==> config.mk <==
export PLATFORM = sky130hd
export DESIGN_NAME = md_issue_ctrl
export DESIGN_NICKNAME = d
export VERILOG_FILES = /design/src/rtl/md_issue_ctrl.sv
export SDC_FILE = /design/constraint.sdc
export NUM_CORES = 1
export LEC_CHECK = 0
export CELL_PAD_IN_SITES_DETAIL_PLACEMENT = 1
export CELL_PAD_IN_SITES_GLOBAL_PLACEMENT = 2
export CORE_UTILIZATION = 27
export DETAILED_ROUTE_END_ITERATION = 12
export PLACE_DENSITY_LB_ADDON = 0.1
export SLEW_MARGIN = 20
export SYNTH_ARGS = -nofsm -noshare
export SYNTH_HDL_FRONTEND = slang
export SYNTH_SLANG_ARGS = --single-unit
==> constraint.sdc <==
create_clock -name clk -period 3.81 [get_ports clk]
set_input_delay 0.762 -clock clk [delete_from_list [all_inputs] [get_ports clk]]
set_output_delay 0.762 -clock clk [all_outputs]
set_load 0.02 [all_outputs]
==> src/rtl/md_issue_ctrl.sv <==
// md_issue_ctrl
//
// Initiator side of the multiply/divide handshake in the execute stage.
// Accepts HI/LO-class instructions from the pipeline, launches the mul/div
// unit with registered operands and a held start request, captures the
// 64-bit result into the architectural HI/LO registers, and stalls the
// pipeline until each operation has finished.
//
// Parameters:
//   MUL_LAT  cycles md_start is held for a multiply before sampling (>= 1)
//   TIMEOUT  maximum cycles spent waiting on a divide before abandoning it
//
// Ports:
//   clk, rst           clock, synchronous active-high reset
//   op_valid, op       pipeline request and its 3-bit HI/LO opcode
//   rs_val, rt_val     operands (rs_val is also the MTHI/MTLO data)
//   stall              combinational pipeline hold
//   hi, lo             architectural HI/LO registers
//   md_err             sticky divide-timeout flag
//   md_start           registered request to the mul/div unit
//   md_div_mul         registered operation select {multiply, unsigned}
//   md_a, md_b         registered operands to the unit
//   md_hi, md_lo       result words from the unit
//   md_busy            unit busy, meaningful only while md_start is high

module md_issue_ctrl #(
  parameter int MUL_LAT = 1,
  parameter int TIMEOUT = 64
) (
  input  logic        clk,
  input  logic        rst,
  input  logic        op_valid,
  input  logic [2:0]  op,
  input  logic [31:0] rs_val,
  input  logic [31:0] rt_val,
  output logic        stall,
  output logic [31:0] hi,
  output logic [31:0] lo,
  output logic        md_err,
  output logic        md_start,
  output logic [1:0]  md_div_mul,
  output logic [31:0] md_a,
  output logic [31:0] md_b,
  input  logic [31:0] md_lo,
  input  logic [31:0] md_hi,
  input  logic        md_busy
);

  localparam int CNT_W = 16;
  localparam logic [CNT_W-1:0] MUL_LAST = CNT_W'(MUL_LAT - 1);
  localparam logic [CNT_W-1:0] TO_LAST  = CNT_W'(TIMEOUT - 1);

  localparam logic [2:0] OP_MULT  = 3'b001;
  localparam logic [2:0] OP_MULTU = 3'b010;
  localparam logic [2:0] OP_DIV   = 3'b011;
  localparam logic [2:0] OP_DIVU  = 3'b100;
  localparam logic [2:0] OP_MTHI  = 3'b101;
  localparam logic [2:0] OP_MTLO  = 3'b110;

  typedef enum logic [1:0] {
    IDLE,
    MUL_WAIT,
    DIV_ARM,
    DIV_WAIT
  } state_t;

  state_t           state;
  state_t           next_state;
  logic [CNT_W-1:0] cnt;

  logic       launch;
  logic [1:0] launch_sel;
  logic       finish;
  logic       capture;
  logic       set_err;
  logic       wr_hi;
  logic       wr_lo;
  logic       cnt_clr;
  logic       cnt_inc;

  // Next-state and control decode. Only IDLE looks at op; in every other
  // state the presented instruction is the one already in flight.
  always_comb begin
    next_state = state;
    stall      = 1'b0;
    launch     = 1'b0;
    launch_sel = 2'b00;
    finish     = 1'b0;
    capture    = 1'b0;
    set_err    = 1'b0;
    wr_hi      = 1'b0;
    wr_lo      = 1'b0;
    cnt_clr    = 1'b0;
    cnt_inc    = 1'b0;

    case (state)
      IDLE: begin
        if (op_valid) begin
          case (op)
            OP_MULT, OP_MULTU: begin
              launch     = 1'b1;
              launch_sel = (op == OP_MULTU) ? 2'b11 : 2'b10;
              stall      = 1'b1;
              cnt_clr    = 1'b1;
              next_state = MUL_WAIT;
            end
            OP_DIV, OP_DIVU: begin
              launch     = 1'b1;
              launch_sel = (op == OP_DIVU) ? 2'b01 : 2'b00;
              stall      = 1'b1;
              cnt_clr    = 1'b1;
              next_state = DIV_ARM;
            end
            OP_MTHI: wr_hi = 1'b1;
            OP_MTLO: wr_lo = 1'b1;
            default: ;
          endcase
        end
      end

      MUL_WAIT: begin
        if (cnt == MUL_LAST) begin
          capture    = 1'b1;
          finish     = 1'b1;
          next_state = IDLE;
        end else begin
          stall   = 1'b1;
          cnt_inc = 1'b1;
        end
      end

      // The unit's busy flag is not yet valid on the first start cycle,
      // so this state simply waits one cycle before looking at it.
      DIV_ARM: begin
        stall      = 1'b1;
        cnt_clr    = 1'b1;
        next_state = DIV_WAIT;
      end

      // Completion takes priority over the timeout on the same cycle.
      DIV_WAIT: begin
        if (!md_busy) begin
          capture    = 1'b1;
          finish     = 1'b1;
          next_state = IDLE;
        end else if (cnt == TO_LAST) begin
          set_err    = 1'b1;
          finish     = 1'b1;
          next_state = IDLE;
        end else begin
          stall   = 1'b1;
          cnt_inc = 1'b1;
        end
      end

      default: next_state = IDLE;
    endcase

    if (rst) begin
      stall = 1'b0;
    end
  end

  // State, counter and unit request registers. The operands and select are
  // only written on launch, so they stay stable through the done cycle.
  always_ff @(posedge clk) begin
    if (rst) begin
      state      <= IDLE;
      cnt        <= '0;
      md_start   <= 1'b0;
      md_div_mul <= 2'b00;
      md_a       <= '0;
      md_b       <= '0;
    end else begin
      state <= next_state;

      if (cnt_clr) begin
        cnt <= '0;
      end else if (cnt_inc) begin
        cnt <= cnt + 1'b1;
      end

      if (launch) begin
        md_start   <= 1'b1;
        md_div_mul <= launch_sel;
        md_a       <= rs_val;
        md_b       <= rt_val;
      end else if (finish) begin
        md_start <= 1'b0;
      end
    end
  end

  // Architectural HI/LO and the sticky error flag. A reset edge clears
  // them and suppresses any capture that would have happened.
  always_ff @(posedge clk) begin
    if (rst) begin
      hi     <= '0;
      lo     <= '0;
      md_err <= 1'b0;
    end else begin
      if (capture) begin
        hi <= md_hi;
        lo <= md_lo;
      end else begin
        if (wr_hi) begin
          hi <= rs_val;
        end
        if (wr_lo) begin
          lo <= rs_val;
        end
      end

      if (set_err) begin
        md_err <= 1'b1;
      end
    end
  end

endmodule
==> summary.md, run 1 <==
| Metric | Value |
|---|---|
| Required @ worst endpoint | 3050 ps |
| HPWL Detailed | approximately 17 mm |
| Vias per std cell | 4.70 |
| Buffers on Ports | 267 |
| RR Startpoint | state[0] |
| Initial core utilization | 27.8% |
| TritonCTS clock tree | built |
| Synth Warn # | 0 |
| Worst R2R Path Depth | 5 |
| Die ar. | about 25,000 um^2 |
| Worst Setup Slack, final | 439 ps |
| M2 GR Usage | 34.0% |
| CP peak stage delay | between 600 and 700 ps |
| Status | completed |
| CTS Buf Count | 17 |
| WL per Instance | ~18 um |
| Pre-CTS setup slack | 429 ps |
| Fin. Hold Viols | 0 |
| Placer congestion estimate | 0.741 |
| Die Ht | 159 um |
| Finished Cell Area | 10,100 um^2 |
| Fmax | 0.297 GHz |
| Count of different cell masters after synthesis | 50 |
| Total Power | 4.53 mW |
| Worst hold start | md_err |
| Max-Slew Margin vs Limit | 28.6% |
| # setup viols final | 0 |
| Clock Skew | ~13 ps |
| Pleak | 3.39 nW |
| Worst path most repeated cell | clkdlybuf4s50_1 |
| Row count | 56 |
| Antenna violations before repair | 0 |
| Predominant post-synthesis flop cell | dfxtp_1 |
| Cell count after placement | approximately 1,300 |
| Worst Hold Class | reg2reg |
| Root buffer cell | clkbuf_16 |
| Total congestion overflow | 0 |
| Family with the most delay on the worst path | buffers and inverters |
| Yosys reg bits | 150 |
| Critical Path Source | op[1] |
| TNS Setup | 0 ps |
| Max-Cap Viols | 0 |
| Final Max Tran Viols | 0 |
| Startpoint Class | primary input |
| Drt total wl | 23.4 mm |
| Syn Nets | 847 |
| Synthesized area per cell | 9.32 um^2 |
| Post-synth ARST share | 0% |
| GR Util met1 | 21.0% |
| # Post-CTS Setup Buffers | 0 |
| R2R Setup Slk | 1530 ps |
| WP buf/inv | 2 |
| Clock buffer depth | 2 |
| Largest net degree at the start of global routing | 129 |
| EDFF count, synth | 0 |
| GR Util met3 | 5.28% |
| Final Critical Period | 3370 ps |
| CTS Hold Bufs | 0 |
| Setup CP Type | in2out |
| Critical-path maximum fanout | 6 |
| Power Density | 449 nW/um^2 |
| Area after DPL | 9470 um^2 |
| Layout Cells excl Fill | 1,286 |
| Peak VDD IR | 0.238 mV |
| RSZ-0062 raised after global routing | false |
| Die span in x | 159 um |
| First-pass GRT wire length | 35.3 mm |
| Iter 0 DRT Violations | 231 |
| CP Cell Sequence | clkdlybuf4s50_1 > nor3b_1 > o21ai_2 > a21oi_1 > clkdlybuf4s50_1 |
| Cells after Synth | 710 |
| H-tree levels | 4 |
| Clock transition at path regs | 70 ps |
| Hold Path Depth | 2 |
| GR peak layer | met2 |
| Worst path depth | 5 |
| Arrival time at the worst endpoint | 2610 ps |
| Core area | 23,800 um^2 |
| Layout Nets | ~1,100 |
| Worst Tran Pin Value | 1070 ps |
| Synthesized area | 6620 um^2 |
| Synth-to-Final Area Change | 52.4% |
| Final worst-path cycle share | 88.5% |
| Worst path slowest cell | clkdlybuf4s50_1 |
| Clock Sinks | 150 |
| Ports | 268 |
| Clk_lat worst skew | 420 ps |
| Crit path capture type | output pin |
| Drt pass-1 iters | 4 |
| GRT Util Overall | a little under a fifth |
| Reg-to-reg critical path endpoint | lo[2] |
| Hold Path Sink | md_err |
| PostCTS Resize Cnt | 0 |
| Layout cells sized above 1 | 12.6% |
| Post-route ant nets | 0 |
| Via count | about 6,000 |
| Vias in the first global route | 6,411 |
| Sequential share of the synthesized area | 45.4% |
| Residual DRC | 0 |
power breakdown:
| part | total (mW) | internal [mW] | switching, mW | leakage (nW) |
|---|---|---|---|---|
| Clock | 1.75 | 1.03 | 0.719 | 0.290 |
| Sequential | 1.77 | 1.70 | 0.0711 | 1.22 |
| Combinational | 1.02 | 0.491 | 0.525 | 1.88 |
| Total | 4.53 | 3.22 | 1.32 | 3.39 |
sequential cells by signal, summed over array words and instances, names as in the netlist:
register    count
md_b           32
md_a           32
lo             32
md_div_mul      2
hi             32
md_err          1
cnt            16
md_start        1
state           2
through the flow:
step                      hold WS [ps]  utilization, %
after CTS                          457            42.4
after global routing               477            42.4
after floorplan                    480               -
after global placement             436            39.9
final                              454            42.5
after detailed placement           448            39.9
layout by cell type, fill, tap and decap left out, types with 3 or more instances in the layout:
cell type and n:
clkdlybuf4s50_1 266, dfxtp_1 150, nand2_1 138, nor2_1 82, a21oi_1 75, mux2i_1 66, a211oi_2 64, clkbuf_16 17
buf_4 8, xor2_1 7, or3_1 7, nand3_1 6, o21ai_1 6, o21ai_0 5, inv_6 5, inv_1 4
nand2b_1 4, clkbuf_8 3, clkinvlp_4 3, buf_12 3
worst max-delay path by stage:
stage | to | slack (ps)
floorplan | stall | 1540
global placement | stall | 450
detailed placement | stall | 430
CTS | stall | 430
global route | stall | 340
finish | stall | 440
area by class of cell:
| class | count | area (um^2) |
|---|---|---|
| clock inverter | 12 | 140 |
| tap | 319 | 399 |
| fill | 2669 | 13700 |
| multi-input combinational | 502 | 3260 |
| clock buffer | 20 | 467 |
| antenna | 1 | 2.50 |
| sequential | 150 | 3000 |
| timing repair buffer | 278 | 2790 |
| inverter | 4 | 15.0 |
cell families after synthesis:
group / after synthesis / share of synthesized area (%)
compound gates: 166 / 20.7
xor+xnor: 8 / 1.06
fa+ha+maj: 2 / 0.378
buf+inv: 58 / 5.41
flops: 150 / 45.4
mux: 66 / 9.99
simple gates: 260 / 17.0
cells in the mapped netlist (5+ instances only):
library cell,count,area (um^2)
a211oi_2,64,801
a21oi_1,75,375
buf_2,18,90.1
buf_4,6,45.0
clkbuf_1,19,71.3
dfxtp_1,150,3000
mux2i_1,66,661
nand2_1,138,518
nand2b_1,5,31.3
nand3_1,6,30.0
nor2_1,82,308
o21ai_0,5,25.0
o21ai_1,6,30.0
or3_1,7,43.8
xor2_1,7,61.3
worst reg2reg max path, delay by kind of cell, from the launching register on:
family,cells,cell delay [ps]
flops,1,440
compound gates,1,90
mux,1,380
simple gates,3,1210
layer usage:
metal	vias up	wire [um]
li1	2941	-
met1	2938	9730
met2	146	12000
met3	14	1480
met4	0	197
met5	-	0
Power figures use the tool's default switching activity.
==> run 2: changes to the inputs <==
Settings changed: PLACE_DENSITY_LB_ADDON 0.1 to 0.2.
==> summary.md, run 2 (same netlist as run 1, synthesis figures left out) <==
| Metric | Value |
|---|---|
| Commonest non-fill, non-tap cells in the layout | clkdlybuf4s50_1, dfxtp_1, nand2_1 |
| Vias in the first global route | 6,011 |
| Final worst-path cycle share | 88.0% |
| Pre-CTS setup slack | 447 ps |
| Die Ht | between 150 and 200 um |
| Post-route ant nets | 0 |
| Root buffer cell | clkbuf_16 |
| Pleak | 3.44 nW |
| Status | completed |
| CTS Hold Bufs | 0 |
| R2R Setup Slk | 1590 ps |
| Clk_lat worst skew | 420 ps |
| Hold WS | roughly 450 ps |
| Critical-path maximum fanout | 6 |
| H-tree levels | 4 |
| Layout cells sized above 1 | 12.8% |
| HPWL Detailed | about 16 mm |
| Clock buffer depth | 2 |
| PostCTS Resize Cnt | 0 |
| Leading cell type in the layout, fill and taps excluded | clkdlybuf4s50_1 |
| Ports | between 200 and 300 |
| Reg-to-reg critical path endpoint | hi[0] |
| Buffers on Ports | between 200 and 300 |
| Worst Setup Slack, final | 457 ps |
| Via count | ~5,900 |
| Power Density | 451 nW/um^2 |
| Worst path slowest cell | clkdlybuf4s50_1 |
| RSZ-0062 raised after global routing | false |
| Worst R2R Path Depth | 6 |
| Worst Tran Pin Value | roughly 1000 ps |
| Total Power | ~4.6 mW |
| Vias per std cell | 4.61 |
| CP Cell Sequence | clkdlybuf4s50_1 > nor3b_1 > o21ai_2 > a21oi_1 > clkdlybuf4s50_1 |
| First-pass GRT wire length | 34.0 mm |
| Setup CP Type | in2out |
| Worst path most repeated cell | clkdlybuf4s50_1 |
| Peak VDD IR | ~0.22 mV |
| Fin. Hold Viols | 0 |
| Required @ worst endpoint | 3050 ps |
| Final Util | 42.8% |
| Initial core utilization | about 28% |
| Largest net degree at the start of global routing | 73 |
| Worst hold start | md_err |
| Clock transition at path regs | ~70 ps |
| Iter 0 DRT Violations | ~150 |
| Residual DRC | 0 |
| Antenna violations before repair | 2 |
| Fillers | 2,692 |
| Max-Slew Margin vs Limit | 33.9% |
| # Post-CTS Setup Buffers | 0 |
| Startpoint Class | primary input |
| Crit path capture type | output pin |
| Layout Nets | between 1,000 and 1,500 |
| RR Startpoint | cnt[2] |
| Arrival time at the worst endpoint | 2590 ps |
| Clock Skew | approximately 15 ps |
| Placer congestion estimate | 0.738 |
| Die span in x | 159 um |
| Final Critical Period | between 3000 and 4000 ps |
| Total congestion overflow | 0 |
| Drt total wl | 22.4 mm |
| Core area | 23,800 um^2 |
| Final Max Tran Viols | 0 |
| Row count | 56 |
| TNS Setup | 0 ps |
| Hold Path Sink | md_err |
| Drt pass-1 iters | 4 |
| Worst Hold Class | reg2reg |
| Fmax | slightly below 0.3 GHz |
| Synth-to-Final Area Change | 53.8% |
| WL per Instance | 17.3 um |
| CP peak stage delay | 640 ps |
| Die ar. | 25,100 um^2 |
| CTS Buf Count | 17 |
| TritonCTS clock tree | built |
| Clock Sinks | 150 |
| # setup viols final | 0 |
| GRT Util Overall | 18.0% |
| Hold Path Depth | 2 |
| Max-Cap Viols | 0 |
==> run 2: per-layer routing <==
metal | global-route usage [%] | up-vias | part of all wire (%)
li1 | - | 2951 | -
met1 | 21.0 | 2814 | 43
met2 | 30.8 | 154 | 48
met3 | 6.31 | 16 | 8.1
met4 | 5.40 | 2 | 1.2
met5 | 0 | - | 0.058
==> run 2: stage by stage <==
step                      instances  instance area (um^2)
after detailed placement       1256                  9550
after floorplan                 710                  6620
after CTS                      1288                 10200
final                          1289                 10200
after global routing           1289                 10200
after global placement         1256                  9550
==> run 2: worst max path at each step <==
stage          start  slack (ps)  cells past startpoint  endpoint
2_1_floorplan    rst        1540                      3     stall
3_3_place_gp   op[1]         450                      5     stall
3_5_place_dp   op[2]         450                      5     stall
4_1_cts        op[2]         430                      5     stall
5_1_grt        op[2]         270                      5     stall
6_report       op[2]         460                      5     stall
==> run 2: cell type report <==
cell class              count  area [um^2]  share of cell area [%]
multi-input cells         502         3260                    32.1
flip-flops and latches    150         3000                    29.5
repair buffers            281         2870                    28.2
clock buffers              20          457                    4.49
well taps                 319          399                    3.92
clock inverters            12          166                    1.64
inverters                   4         15.0                   0.148
diodes                      1         2.50                  0.0246
==> run 2: worst max-delay path, delay by kind of cell <==
kind / cells / cell delay, ps
AOI/OAI and AO/OA: 2 / 300
buffers and inverters: 2 / 1220
and+or+nand+nor: 1 / 310
==> run 2: power by group <==
group | switching [mW] | internal, mW
Sequential | 0.0653 | 1.69
Combinational | 0.524 | 0.507
Clock | 0.719 | 1.08
==> run 3: changes to the inputs <==
Settings changed: GPL_TIMING_DRIVEN from default to 0, TNS_END_PERCENT from default to 100.
==> summary.md, run 3 (same netlist as run 1, synthesis figures left out) <==
| Metric | Value |
|---|---|
| RR Startpoint | cnt[9] |
| Row count | between 50 and 60 |
| Clock Sinks | 150 |
| Arrival time at the worst endpoint | 2740 ps |
| Die Ht | 159 um |
| Crit path capture type | output pin |
| Buffers on Ports | 266 |
| Clock Skew | 10.5 ps |
| Die ar. | 25,100 um^2 |
| TNS Setup | 0 ps |
| Worst hold start | md_err |
| Iter 0 DRT Violations | 197 |
| Vias per std cell | 4.57 |
| Root buffer cell | clkbuf_16 |
| Synth-to-Final Area Change | 55.2% |
| Family with the most delay on the worst path | buffers and inverters |
| H-tree levels | 4 |
| Final worst-path cycle share | 91.9% |
| Peak VDD IR | 0.222 mV |
| Worst Setup Slack, final | ~310 ps |
| Critical-path maximum fanout | 4 |
| Antenna violations before repair | 4 |
| WP buf/inv | 2 |
| Worst path most repeated cell | clkdlybuf4s50_1 |
| Worst R2R Path Depth | 6 |
| # setup viols final | 0 |
| Layout cells sized above 1 | 13.5% |
| PostCTS Resize Cnt | 0 |
| Layout Nets | 1,132 |
| Placer congestion estimate | 0.769 |
| Clk_lat worst skew | 430 ps |
| Leading cell type in the layout, fill and taps excluded | clkdlybuf4s50_1 |
| Fmax | ~0.29 GHz |
| Fin. Hold Viols | 0 |
| Share of power burned in combinational logic | 23.2% |
| Drt pass-1 iters | 4 |
| Worst Hold Class | reg2reg |
| Sequential power share | between 30 and 40% |
| Die span in x | 159 um |
| Worst path slowest cell | clkdlybuf4s50_1 |
| Final Critical Period | 3500 ps |
| First-pass GRT wire length | 35.9 mm |
| Largest net degree at the start of global routing | 17 |
| Worst path depth | 5 |
| Pleak | 3.48 nW |
| Status | completed |
| Worst Tran Pin Value | 900 ps |
| RSZ-0062 raised after global routing | false |
| Hold Path Depth | 2 |
| Total congestion overflow | 0 |
| CP peak stage delay | 670 ps |
| Sw Share | 28.9% |
| Ports | 268 |
| Pre-CTS setup slack | 301 ps |
| Clock transition at path regs | 60 ps |
| Residual DRC | 0 |
| GRT Util Overall | 19.4% |
| Clock buffer depth | 2 |
| Startpoint Class | primary input |
| Final Max Tran Viols | 0 |
| Clock power share | 38.0% |
| WL per Instance | 18.2 um |
| Reg-to-reg critical path endpoint | cnt[13] |
| Vias in the first global route | 6,083 |
| Max-Slew Margin vs Limit | 40.0% |
| CTS Hold Bufs | 0 |
| Drt total wl | 24.2 mm |
| HPWL Detailed | 18.5 mm |
| Hold Path Sink | md_err |
| Internal | 3.23 mW |
| Post-route ant nets | 0 |
| # Post-CTS Setup Buffers | 0 |
| Initial core utilization | approximately 28% |
| Max-Cap Viols | 0 |
| Fillers | around 2,700 |
| CP Cell Sequence | clkdlybuf4s50_1 > o211ai_1 > a31o_2 > a21oi_1 > clkdlybuf4s50_1 |
| Commonest non-fill, non-tap cells in the layout | clkdlybuf4s50_1, dfxtp_1, nand2_1 |
| Setup CP Type | in2out |
| P_sw | 1.31 mW |
| Required @ worst endpoint | 3050 ps |
| CTS Buf Count | 17 |
| Core area | around 24,000 um^2 |
| Via count | 6,071 |
| Power Density | 442 nW/um^2 |
| TritonCTS clock tree | built |
| R2R Setup Slk | 1590 ps |
==> run 3: changes by cell type in the layout (fill, tap and decap cells not counted), moves of 2 or more <==
cell        change
inv_6           -2
clkbuf_8        -2
buf_2          +18
buf_6           +3
buf_12          -3
clkinvlp_4      +2
clkbuf_1       +20
clkinv_2        +2
buf_1           +3
==> run 3: final cells by class <==
class                           instances  area, um^2  area share (%)
Sequential cell                       150        3000            29.2
Clock buffer                           19         433            4.22
Inverter                                4        15.0           0.146
Antenna cell                            2        5.00          0.0487
Tap cell                              319         399            3.89
Multi-Input combinational cell        502        3250            31.7
Timing Repair Buffer                  266        2660            25.9
Buffer                                 54         343            3.34
Clock inverter                         12         154            1.50
==> run 3: worst max path at each step <==
stage	start	end	slack (ps)
final	md_busy	stall	310
after global routing	op[2]	stall	150
after CTS	op[1]	stall	280
after detailed placement	op[1]	stall	300
after global placement	op[1]	stall	280
after floorplan	rst	stall	1540
==> run 3: routing by layer <==
metal | track usage, % | vias to the layer above | share of wire (%)
li1 | - | 3029 | -
met4 | 5.08 | 4 | 1.0
met3 | 6.04 | 23 | 6.7
met5 | 0 | - | 0.11
met2 | 32.3 | 154 | 47
met1 | 24.1 | 2861 | 45
==> run 3: stage by stage <==
stage / power, mW / area (um^2) / utilization [%] / hold slack (ps) / std cells
after floorplan: 2.32 / 6620 / - / 480 / 710
after global placement: 2.85 / 9680 / 40.7 / 435 / 1295
after detailed placement: 2.86 / 9680 / 40.7 / 437 / 1295
after CTS: 4.61 / 10300 / 43.2 / 446 / 1326
after global routing: 4.75 / 10300 / 43.2 / 466 / 1326
final: 4.54 / 10300 / 43.2 / 446 / 1328
==> run 3: worst min-delay path, delay by kind of cell (launching register included) <==
kind	cells	cell delay, ps
flip-flops	1	310
buffers and inverters	1	50
AO/OA/AOI/OAI	1	50
==> run 3: power groups by stage <==
stage / logic [mW] / registers [mW] / clock network, mW
floorplan: 0.383 / 1.94 / 0
global placement: 1.06 / 1.79 / 0
detailed placement: 1.07 / 1.79 / 0
CTS: 1.07 / 1.76 / 1.77
global route: 1.13 / 1.77 / 1.85
finish: 1.05 / 1.76 / 1.72
